[config.mk]
export PLATFORM = sky130hd
export DESIGN_NAME = word_assembler_flat
export DESIGN_NICKNAME = d
export VERILOG_FILES = /design/src/rtl/word_assembler_if.sv /design/src/rtl/word_assembler.sv /design/src/flat_wrapper.sv
export SDC_FILE = /design/constraint.sdc
export NUM_CORES = 1
export LEC_CHECK = 0
export ABC_AREA = 1
export CAP_MARGIN = 5
export CORE_ASPECT_RATIO = 1.75
export CORE_MARGIN = 2
export CORE_UTILIZATION = 43
export CTS_CLUSTER_DIAMETER = 80
export DETAILED_ROUTE_END_ITERATION = 8
export PLACE_DENSITY_LB_ADDON = 0.05
export SLEW_MARGIN = 0
export SYNTH_ARGS = -nofsm -noshare
export SYNTH_HDL_FRONTEND = slang
export SYNTH_SLANG_ARGS = --single-unit
[constraint.sdc]
create_clock -name clk -period 1.5 [get_ports clk]
set_clock_uncertainty 0.1 [all_clocks]
set_input_delay 0.225 -clock clk [delete_from_list [all_inputs] [get_ports clk]]
set_output_delay 0.225 -clock clk [all_outputs]
set_load 0.005 [all_outputs]
[src/rtl/word_assembler_if.sv]
// ---------------------------------------------------------------------------
// word_assembler_if
//   Bundles the byte-side and word-side handshakes of word_assembler.
//
//   Handshake semantics (both sides): a transfer happens on a rising clock
//   edge where valid && ready are both high. A source holding valid high may
//   not retract or change its payload until the transfer happens. ready may
//   depend combinationally on the other side's ready, never on valid.
//
//   Signals
//     in_byte   [BYTE_W]  byte offered by the producer
//     in_valid            in_byte / in_last are meaningful
//     in_last             this byte closes the current word (short flush)
//     in_ready            assembler takes the byte on this edge
//     out_word  [DATA_W]  assembled word
//     out_bytes [3]       number of valid bytes in out_word (1..NLANES)
//     out_valid           out_word / out_bytes are meaningful
//     out_ready           consumer takes the word on this edge
//     state_dbg           1 while a finished word is held for the consumer
//
//   Modports
//     master : producer/consumer side (drives in_*, out_ready)
//     slave  : the assembler itself
// ---------------------------------------------------------------------------
interface word_assembler_if #(
  parameter int BYTE_W = 8,
  parameter int DATA_W = 32
);
  logic [BYTE_W-1:0] in_byte;
  logic              in_valid;
  logic              in_last;
  logic              in_ready;
  logic [DATA_W-1:0] out_word;
  logic [2:0]        out_bytes;
  logic              out_valid;
  logic              out_ready;
  logic              state_dbg;

  modport master (
    output in_byte, in_valid, in_last, out_ready,
    input  in_ready, out_word, out_bytes, out_valid, state_dbg
  );

  modport slave (
    input  in_byte, in_valid, in_last, out_ready,
    output in_ready, out_word, out_bytes, out_valid, state_dbg
  );
endinterface

[src/rtl/word_assembler.sv]
// ---------------------------------------------------------------------------
// word_assembler
//   Packs a byte stream into DATA_W-bit words. Bytes fill lanes of a single
//   word register; when the last lane is written or in_last is seen, the word
//   is presented on the output and held until the consumer takes it. While a
//   word is held, input is accepted only on the same edge the word leaves,
//   so there is never more than one word in flight.
//
//   Ports
//     clk    : clock, all state changes on the rising edge
//     reset  : asynchronous, active-high; drops any partial word
//     bus    : word_assembler_if.slave (byte input / word output handshakes)
//
//   Parameters
//     DATA_W    : output word width, must equal NLANES*BYTE_W
//     BYTE_W    : input byte width
//     NLANES    : bytes per word
//     LSB_FIRST : 1 -> byte k lands in bits [BYTE_W*k +: BYTE_W]
//                 0 -> byte 0 lands in the most significant lane
// ---------------------------------------------------------------------------
module word_assembler #(
  parameter int DATA_W    = 32,
  parameter int BYTE_W    = 8,
  parameter int NLANES    = 4,
  parameter int LSB_FIRST = 1
) (
  input  logic              clk,
  input  logic              reset,
  word_assembler_if.slave   bus
);

  localparam int IDX_W = (NLANES > 1) ? $clog2(NLANES) : 1;

  typedef enum logic {
    S_FILL = 1'b0,  // collecting bytes, output not valid
    S_HOLD = 1'b1   // finished word presented, waiting for consumer
  } state_t;

  state_t            state_q, state_d;
  logic [IDX_W-1:0]  idx_q,   idx_d;     // arrival order of the next byte
  logic [DATA_W-1:0] word_q,  word_d;
  logic [2:0]        bytes_q, bytes_d;

  logic in_ready;
  logic in_beat;
  logic out_beat;

  // Physical lane for the byte that arrives in position i of the word.
  function automatic logic [IDX_W-1:0] lane_of(input logic [IDX_W-1:0] i);
    if (LSB_FIRST != 0) begin
      return i;
    end else begin
      return IDX_W'(NLANES - 1) - i;
    end
  endfunction

  // Returns w with lane 'lane' replaced by b. Constant-index loop keeps the
  // write a plain mux per lane.
  function automatic logic [DATA_W-1:0] put_lane(
    input logic [DATA_W-1:0] w,
    input logic [IDX_W-1:0]  lane,
    input logic [BYTE_W-1:0] b
  );
    logic [DATA_W-1:0] r;
    r = w;
    for (int k = 0; k < NLANES; k++) begin
      if (lane == IDX_W'(k)) begin
        r[k*BYTE_W +: BYTE_W] = b;
      end
    end
    return r;
  endfunction

  always_comb begin
    state_d = state_q;
    idx_d   = idx_q;
    word_d  = word_q;
    bytes_d = bytes_q;

    // Depends only on state and the consumer, never on in_valid/in_byte.
    in_ready = (state_q == S_FILL) || bus.out_ready;
    in_beat  = bus.in_valid && in_ready;
    out_beat = (state_q == S_HOLD) && bus.out_ready;

    case (state_q)
      S_FILL: begin
        if (in_beat) begin
          // The first byte of a word clears the other lanes so a short word
          // comes out zero-padded, whatever the register held before.
          word_d = put_lane((idx_q == {IDX_W{1'b0}}) ? {DATA_W{1'b0}} : word_q,
                            lane_of(idx_q), bus.in_byte);
          if (bus.in_last || (idx_q == IDX_W'(NLANES - 1))) begin
            state_d = S_HOLD;
            bytes_d = 3'(idx_q) + 3'd1;
            idx_d   = {IDX_W{1'b0}};
          end else begin
            idx_d = idx_q + IDX_W'(1);
          end
        end
      end

      S_HOLD: begin
        if (out_beat) begin
          if (in_beat) begin
            // Word leaves and a new one starts on the same edge.
            word_d = put_lane({DATA_W{1'b0}}, lane_of({IDX_W{1'b0}}), bus.in_byte);
            if (bus.in_last || (NLANES == 1)) begin
              // One-byte word completes immediately; stay presenting.
              bytes_d = 3'd1;
              idx_d   = {IDX_W{1'b0}};
            end else begin
              state_d = S_FILL;
              idx_d   = IDX_W'(1);
            end
          end else begin
            // Word register keeps its contents; out_valid=0 makes it moot.
            state_d = S_FILL;
            idx_d   = {IDX_W{1'b0}};
          end
        end
      end

      default: begin
        state_d = S_FILL;
      end
    endcase
  end

  always_ff @(posedge clk or posedge reset) begin
    if (reset) begin
      state_q <= S_FILL;
      idx_q   <= {IDX_W{1'b0}};
      word_q  <= {DATA_W{1'b0}};
      bytes_q <= 3'd0;
    end else begin
      state_q <= state_d;
      idx_q   <= idx_d;
      word_q  <= word_d;
      bytes_q <= bytes_d;
    end
  end

  assign bus.in_ready  = in_ready;
  assign bus.out_word  = word_q;
  assign bus.out_bytes = bytes_q;
  assign bus.out_valid = (state_q == S_HOLD);
  assign bus.state_dbg = (state_q == S_HOLD);

endmodule

[src/flat_wrapper.sv]
// flat-port wrapper written by rule: the top's interface ports become plain ports
module word_assembler_flat 
#(
  parameter int DATA_W    = 32,
  parameter int BYTE_W    = 8,
  parameter int NLANES    = 4,
  parameter int LSB_FIRST = 1
)
  (clk, reset, bus_in_byte, bus_in_valid, bus_in_last, bus_out_ready, bus_in_ready, bus_out_word, bus_out_bytes, bus_out_valid, bus_state_dbg);
  word_assembler_if #(.BYTE_W(BYTE_W), .DATA_W(DATA_W)) bus_i ();
  input  logic clk;
  input  logic reset;
  input wire logic [$bits(bus_i.in_byte)-1:0] bus_in_byte;
  input wire logic [$bits(bus_i.in_valid)-1:0] bus_in_valid;
  input wire logic [$bits(bus_i.in_last)-1:0] bus_in_last;
  input wire logic [$bits(bus_i.out_ready)-1:0] bus_out_ready;
  output wire logic [$bits(bus_i.in_ready)-1:0] bus_in_ready;
  output wire logic [$bits(bus_i.out_word)-1:0] bus_out_word;
  output wire logic [$bits(bus_i.out_bytes)-1:0] bus_out_bytes;
  output wire logic [$bits(bus_i.out_valid)-1:0] bus_out_valid;
  output wire logic [$bits(bus_i.state_dbg)-1:0] bus_state_dbg;
  assign bus_i.in_byte = bus_in_byte;
  assign bus_i.in_valid = bus_in_valid;
  assign bus_i.in_last = bus_in_last;
  assign bus_i.out_ready = bus_out_ready;
  assign bus_in_ready = bus_i.in_ready;
  assign bus_out_word = bus_i.out_word;
  assign bus_out_bytes = bus_i.out_bytes;
  assign bus_out_valid = bus_i.out_valid;
  assign bus_state_dbg = bus_i.state_dbg;
  word_assembler #(.DATA_W(DATA_W), .BYTE_W(BYTE_W), .NLANES(NLANES), .LSB_FIRST(LSB_FIRST)) u_core (.clk(clk), .reset(reset), .bus(bus_i));
endmodule
* Word level (Yosys, flattened, before mapping)
Index checks and enable logic that the tools add are counted.
** Storage, ports and cells
- Register bits :: 38
- Bits of input ports :: 13
- Output and inout bits :: 38
- Word-level logic and storage cells :: 64
** Cells by class
- Add/subtract/negate cells :: 2
- Eq/ne operators :: 13
- Multiplexer cells :: 29
- Bitwise logic cells :: 1
- Reduce and logical (&&, ||, !) cells :: 12
** Operator list (number)
- 2-to-1 mux 32 bit :: 4
- one-hot mux 32 bit (2 select lines) :: 1
- 2-to-1 mux 8 bit :: 4
- AND reduction 4 bit :: 4
- 2-to-1 mux 3 bit :: 5
- != test 3 bit (second input constant) :: 4
- 2-to-1 mux 2 bit :: 5
- != test 2 bit (second input constant) :: 4
- 2-to-1 mux 1 bit :: 7
- equality test 2 bit (second input constant) :: 3
- one-hot mux 3 bit (2 select lines) :: 1
- AND reduction 5 bit :: 1
- zero test 2 bit :: 2
- one-hot mux 2 bit (2 select lines) :: 1
- adder 2 x 1 -> 3 bit (second input constant) :: 1
- adder 2 x 1 -> 2 bit (second input constant) :: 1
- equality test 2 x 1 -> 1 bit (second input constant) :: 1
- logical AND 1 bit :: 2
- logical OR 1 bit :: 2
- != test 2 x 1 -> 1 bit (second input constant) :: 1
- one-hot mux 1 bit (2 select lines) :: 1
- AND reduction 2 bit :: 1
- inverter 1 bit :: 1

* Logic depth before layout (Yosys ltp)
- Word-level depth :: 9
- Depth in mapped cells :: 9
- Gate-level depth less buffers :: 8

* Worst setup path after synthesis
OpenSTA, ideal clock, no wires.
- Path type :: register to register
- From :: register u_core.idx_q[0]
- To :: register u_core.idx_q[1]
- Setup time :: 0.083 ns
- Arrival time :: 1.257 ns
- Data required time :: 1.317 ns
- Setup slack :: 0.060 ns
- Cell stages (with the launch flop) :: 8
- Path buffers :: 1
- Clock period less this slack :: 1.440 ns
- Cell sequence :: dfrtp_1 inv_1 ha_1 inv_1 nor2_1 buf_2 nand3_1 o21ai_0
** Between the ends
- Word-level cells in the longest chain between the ends :: 5
- Elaborated cells on any way between the ends :: 6
- Those cells by class :: add/sub (1); eq/ne (1); mux (3); reduce/logical (1)
** Ends and longest elaborated chain
- start: declaration :: RTL line word_assembler.sv:40 : logic [IDX_W-1:0] idx_q, idx_d;
- start signal: assignment :: RTL line word_assembler.sv:132 : idx_q <= {IDX_W{1'b0}};
- start signal: assignment :: RTL line word_assembler.sv:137 : idx_q <= idx_d;
- parallel branches: the longest is 2 deep, another holds adder 2 x 1 -> 2 bit
- 2-to-1 mux 2 bit (*) :: RTL line word_assembler.sv:92 : if (bus.in_last || (idx_q == IDX_W'(NLANES - 1))) begin
- 2-to-1 mux 2 bit (*) :: RTL line word_assembler.sv:87 : if (in_beat) begin
- one-hot mux 2 bit (2 select lines) (*) :: RTL line word_assembler.sv:85 : case (state_q)
Mark *: on every way between the ends. The select of a mux whose other input is x is not followed.
A chain may end at the register's enable or synchronous reset.

* Worst setup path after layout
- From :: register u_core.state_q, in the netlist u_core.bus.out_valid
- To :: register u_core.word_q[21], in the netlist u_core.bus.out_word[21]
** Between the ends
- Word-level cells in the longest chain between the ends :: 5
- Elaborated cells on any way between the ends :: 10
- Those cells by class :: eq/ne (4); mux (1); bitwise (1); reduce/logical (4)
** Ends and longest elaborated chain
- start: declaration :: RTL line word_assembler.sv:39 : state_t state_q, state_d;
- start signal: assignment :: RTL line word_assembler.sv:136 : state_q <= state_d;
- inverter 1 bit
- logical OR 1 bit :: RTL line word_assembler.sv:81 : in_ready = (state_q == S_FILL) || bus.out_ready;
- logical AND 1 bit :: RTL line word_assembler.sv:82 : in_beat = bus.in_valid && in_ready;
- != test 2 bit (no line) / != test 2 x 1 -> 1 bit (equally long branches)
- AND reduction 4 bit (no line)
- end signal: assignment :: RTL line word_assembler.sv:133 : word_q <= {DATA_W{1'b0}};
- end signal: assignment :: RTL line word_assembler.sv:138 : word_q <= word_d;
- end: declaration :: RTL line word_assembler.sv:41 : logic [DATA_W-1:0] word_q, word_d;
Parallel ways exist; a longest one is shown, timed or not.

==> metrics.yaml <==
fmax_mhz: 673
dp_hpwl_mm: 3.22
gr-usage-met3: 0.0397
die-height_um: 89.7
ys_ff_latch: 38
clockPowerShare: 0.190
design_area_sq_mm: 0.00278
cts-buffers-inserted: 5
crit_type: "reg -> reg"
wl_per_cell_um: 14.0
grt_overflow_total: 0
ir_worst_vdd_v: 0.00102
areaGrowthSynthToFinish_pct: 54.3
power_frac_seq: 0.372
combPwrFrac: 0.438
drive_gt1_frac: 0.190
arrival_ns: 1.62
path_clk_slew_ns: 0.07
yosysSeqAreaShare: 0.527
r2r-end: "u_core.bus.out_word[21]$_DFFE_PP0P_"
cp-end-kind: "register"
crit_path_cell_trace: "buf_6, buf_8, a21oi_4, clkbuf_16, nand4_1, nand2_1"
p_leak_nw: 1.68
synth_top_area_frac: 0.527
switching_power_mw: 1.22
initial_utilization: 0.443
vias: 1722
synthCells: 209
critPathLaunchType: "register"
clockBufferDepth: 2
timing.final.ws_setup_ns: 0.0132
period_needed_ns: 1.49
synth_nets: 226
cp_slowest_stage_delay_ns: 0.44
hold_viol: 0
place.gp.congestion: 0.846
grt_max_degree: 39
grt_pass1_vias: 1547
netlist_top_cells_area: "dfrtp_1, nand2_1, nand3_1, nand4_1, o21ai_0"
fin_tns_setup_ns: 0
met1_usage: 0.255
p_sw_frac: 0.325
rows: 31
via_per_inst: 5.08
cts_tree: "built"
slew_viol_final: 0
root_buffer: "clkbuf_8"
rsz0062_at_grt: "true"
dp_cells: 317
globalRouteMet2Util: 0.366
die_w_um: 53.0
setup_viol: 0
layout_commonest_cell: "nand2_1"
die_area_sq_mm: 0.00475
power_density_mw_per_mm2: 1350
whs_ns: 0.203
drc_errors: 0
tightest_slew_ns: 0.270
layout_common_cells: "nand2_1, dfrtp_1, clkdlybuf4s50_1"
io_buffer_count: 50
ys_warn_count: 0
top_usage_layer: "met2"
internal_power_mw: 2.54
crit_fanout: 9
r2r_cells: 6
outcome: "complete, no violations"
grt_pass1_wl_mm: 7.28
coreArea_sq_mm: 0.00407
ff2ff_setup_slack_ns: 0.01
syn_area_sq_mm: 0.00180
drt_iter0_drc: 34
clk-insertion-delay-late_ns: 0.29
hp-class: "in -> async"
r2r-start: "u_core.bus.out_valid$_DFF_PP0_"
clock-sinks: 38
antenna_found_initial: 0
drt-total-wl_mm: 4.76
post_dp_cell_area_sq_mm: 0.00247
pre_cts_ws_ns: -0.238
cts.htree.levels: 2
yosysTopAreaCell: "dfrtp_1"
synth_cell_type_count: 20
cp.required_ns: 1.63
antenna_left: 0
slowest_stage: "dfrtp_2"
grt_usage: 0.213
min_period_over_period: 0.991
avgSynthCellArea_sq_um: 8.63
final_cells: 339
cp-startpoint: "u_core.bus.out_valid$_DFF_PP0_"
boundaryPins: 51
diodes: 0
max_cap_viol_count: 0
slew_headroom: 0.820
firstDrtPassIters: 4
nets: 306
## critical path, delay by kind of cell (launching register included)
kind / cells / cell delay [ns]
buffers and inverters: 3 / 0.49
flip-flops: 1 / 0.44
AO/OA/AOI/OAI: 1 / 0.25
AND/OR/NAND/NOR: 2 / 0.15
## power groups by stage
stage	Combinational (mW)	Sequential [mW]	Clock (mW)
after floorplan	0.652	1.44	0
after global placement	1.44	1.43	0
after detailed placement	1.46	1.43	0
after CTS	1.48	1.41	0.741
after global routing	1.82	1.43	0.765
final	1.65	1.40	0.715
## per-layer routing
| layer | up-vias | routed length, um |
|---|---|---|
| met5 | - | 0 |
| met4 | 0 | 80 |
| met3 | 4 | 196 |
| met2 | 50 | 2570 |
| met1 | 816 | 1910 |
| li1 | 852 | - |
## per-stage QoR
step                      power [mW]   util
after detailed placement        2.89  0.608
after floorplan                 2.10      -
after global routing            4.01  0.683
final                           3.77  0.683
after global placement          2.87  0.608
after CTS                       3.63  0.634
## cells by family (layout without fill, tap and decap cells)
kind of cell               Yosys count  after routing  synth area share
DFF                                 38             38             0.527
adders and majority gates            4              4            0.0278
and+or+nand+nor                    125            125             0.316
buffers and inverters               26            107            0.0763
AOI/OAI and AO/OA                   16             16            0.0527
## state kept, by name, summed over array words and instances (netlist names)
register,cells
u_core.idx_q,2
u_core.bus.out_word,32
u_core.bus.out_bytes,3
u_core.bus.out_valid,1
## cells in the mapped netlist
cell type and instances:
nand2_1 66, dfrtp_1 38, nand3_1 27, nand4_1 17
o21ai_0 14, inv_1 12, nor2_1 11, buf_2 5
ha_1 4, buf_6 3, buf_4 2, inv_2 2
a21oi_4 1, clkbuf_1 1, clkbuf_4 1, nand2_4 1
nand3_2 1, nor2_4 1, o21ai_2 1, or2_2 1
## how the worst max path moves through the flow
stage                                                     end  slack [ns]  cells past startpoint
after global placement    u_core.bus.out_word[30]$_DFFE_PP0P_       -0.22                      7
after CTS                                     bus_out_word[0]       0.002                      1
after global routing      u_core.bus.out_word[14]$_DFFE_PP0P_       -0.04                      6
after detailed placement  u_core.bus.out_word[28]$_DFFE_PP0P_       -0.24                      7
after floorplan                   u_core.idx_q[1]$_DFFE_PP0P_        0.06                      7
final                     u_core.bus.out_word[21]$_DFFE_PP0P_        0.01                      6
## timing repair
item,in CTS,in global routing
pin swaps,1,4
endpoints found under the setup margin,15,28
hold buffers,0,0
setup buffers,2,9
gates resized for setup,10,21
cloned,0,3
## cell type report
| type | count | area (sq um) |
|---|---|---|
| well taps | 49 | 61.3 |
| clock inverters | 1 | 5.00 |
| fillers | 352 | 1290 |
| repair buffers | 85 | 897 |
| multi-input cells | 145 | 727 |
| inverters | 14 | 52.6 |
| clock buffers | 7 | 86.3 |
| flip-flops and latches | 38 | 952 |
Power figures use the tool's default switching activity.
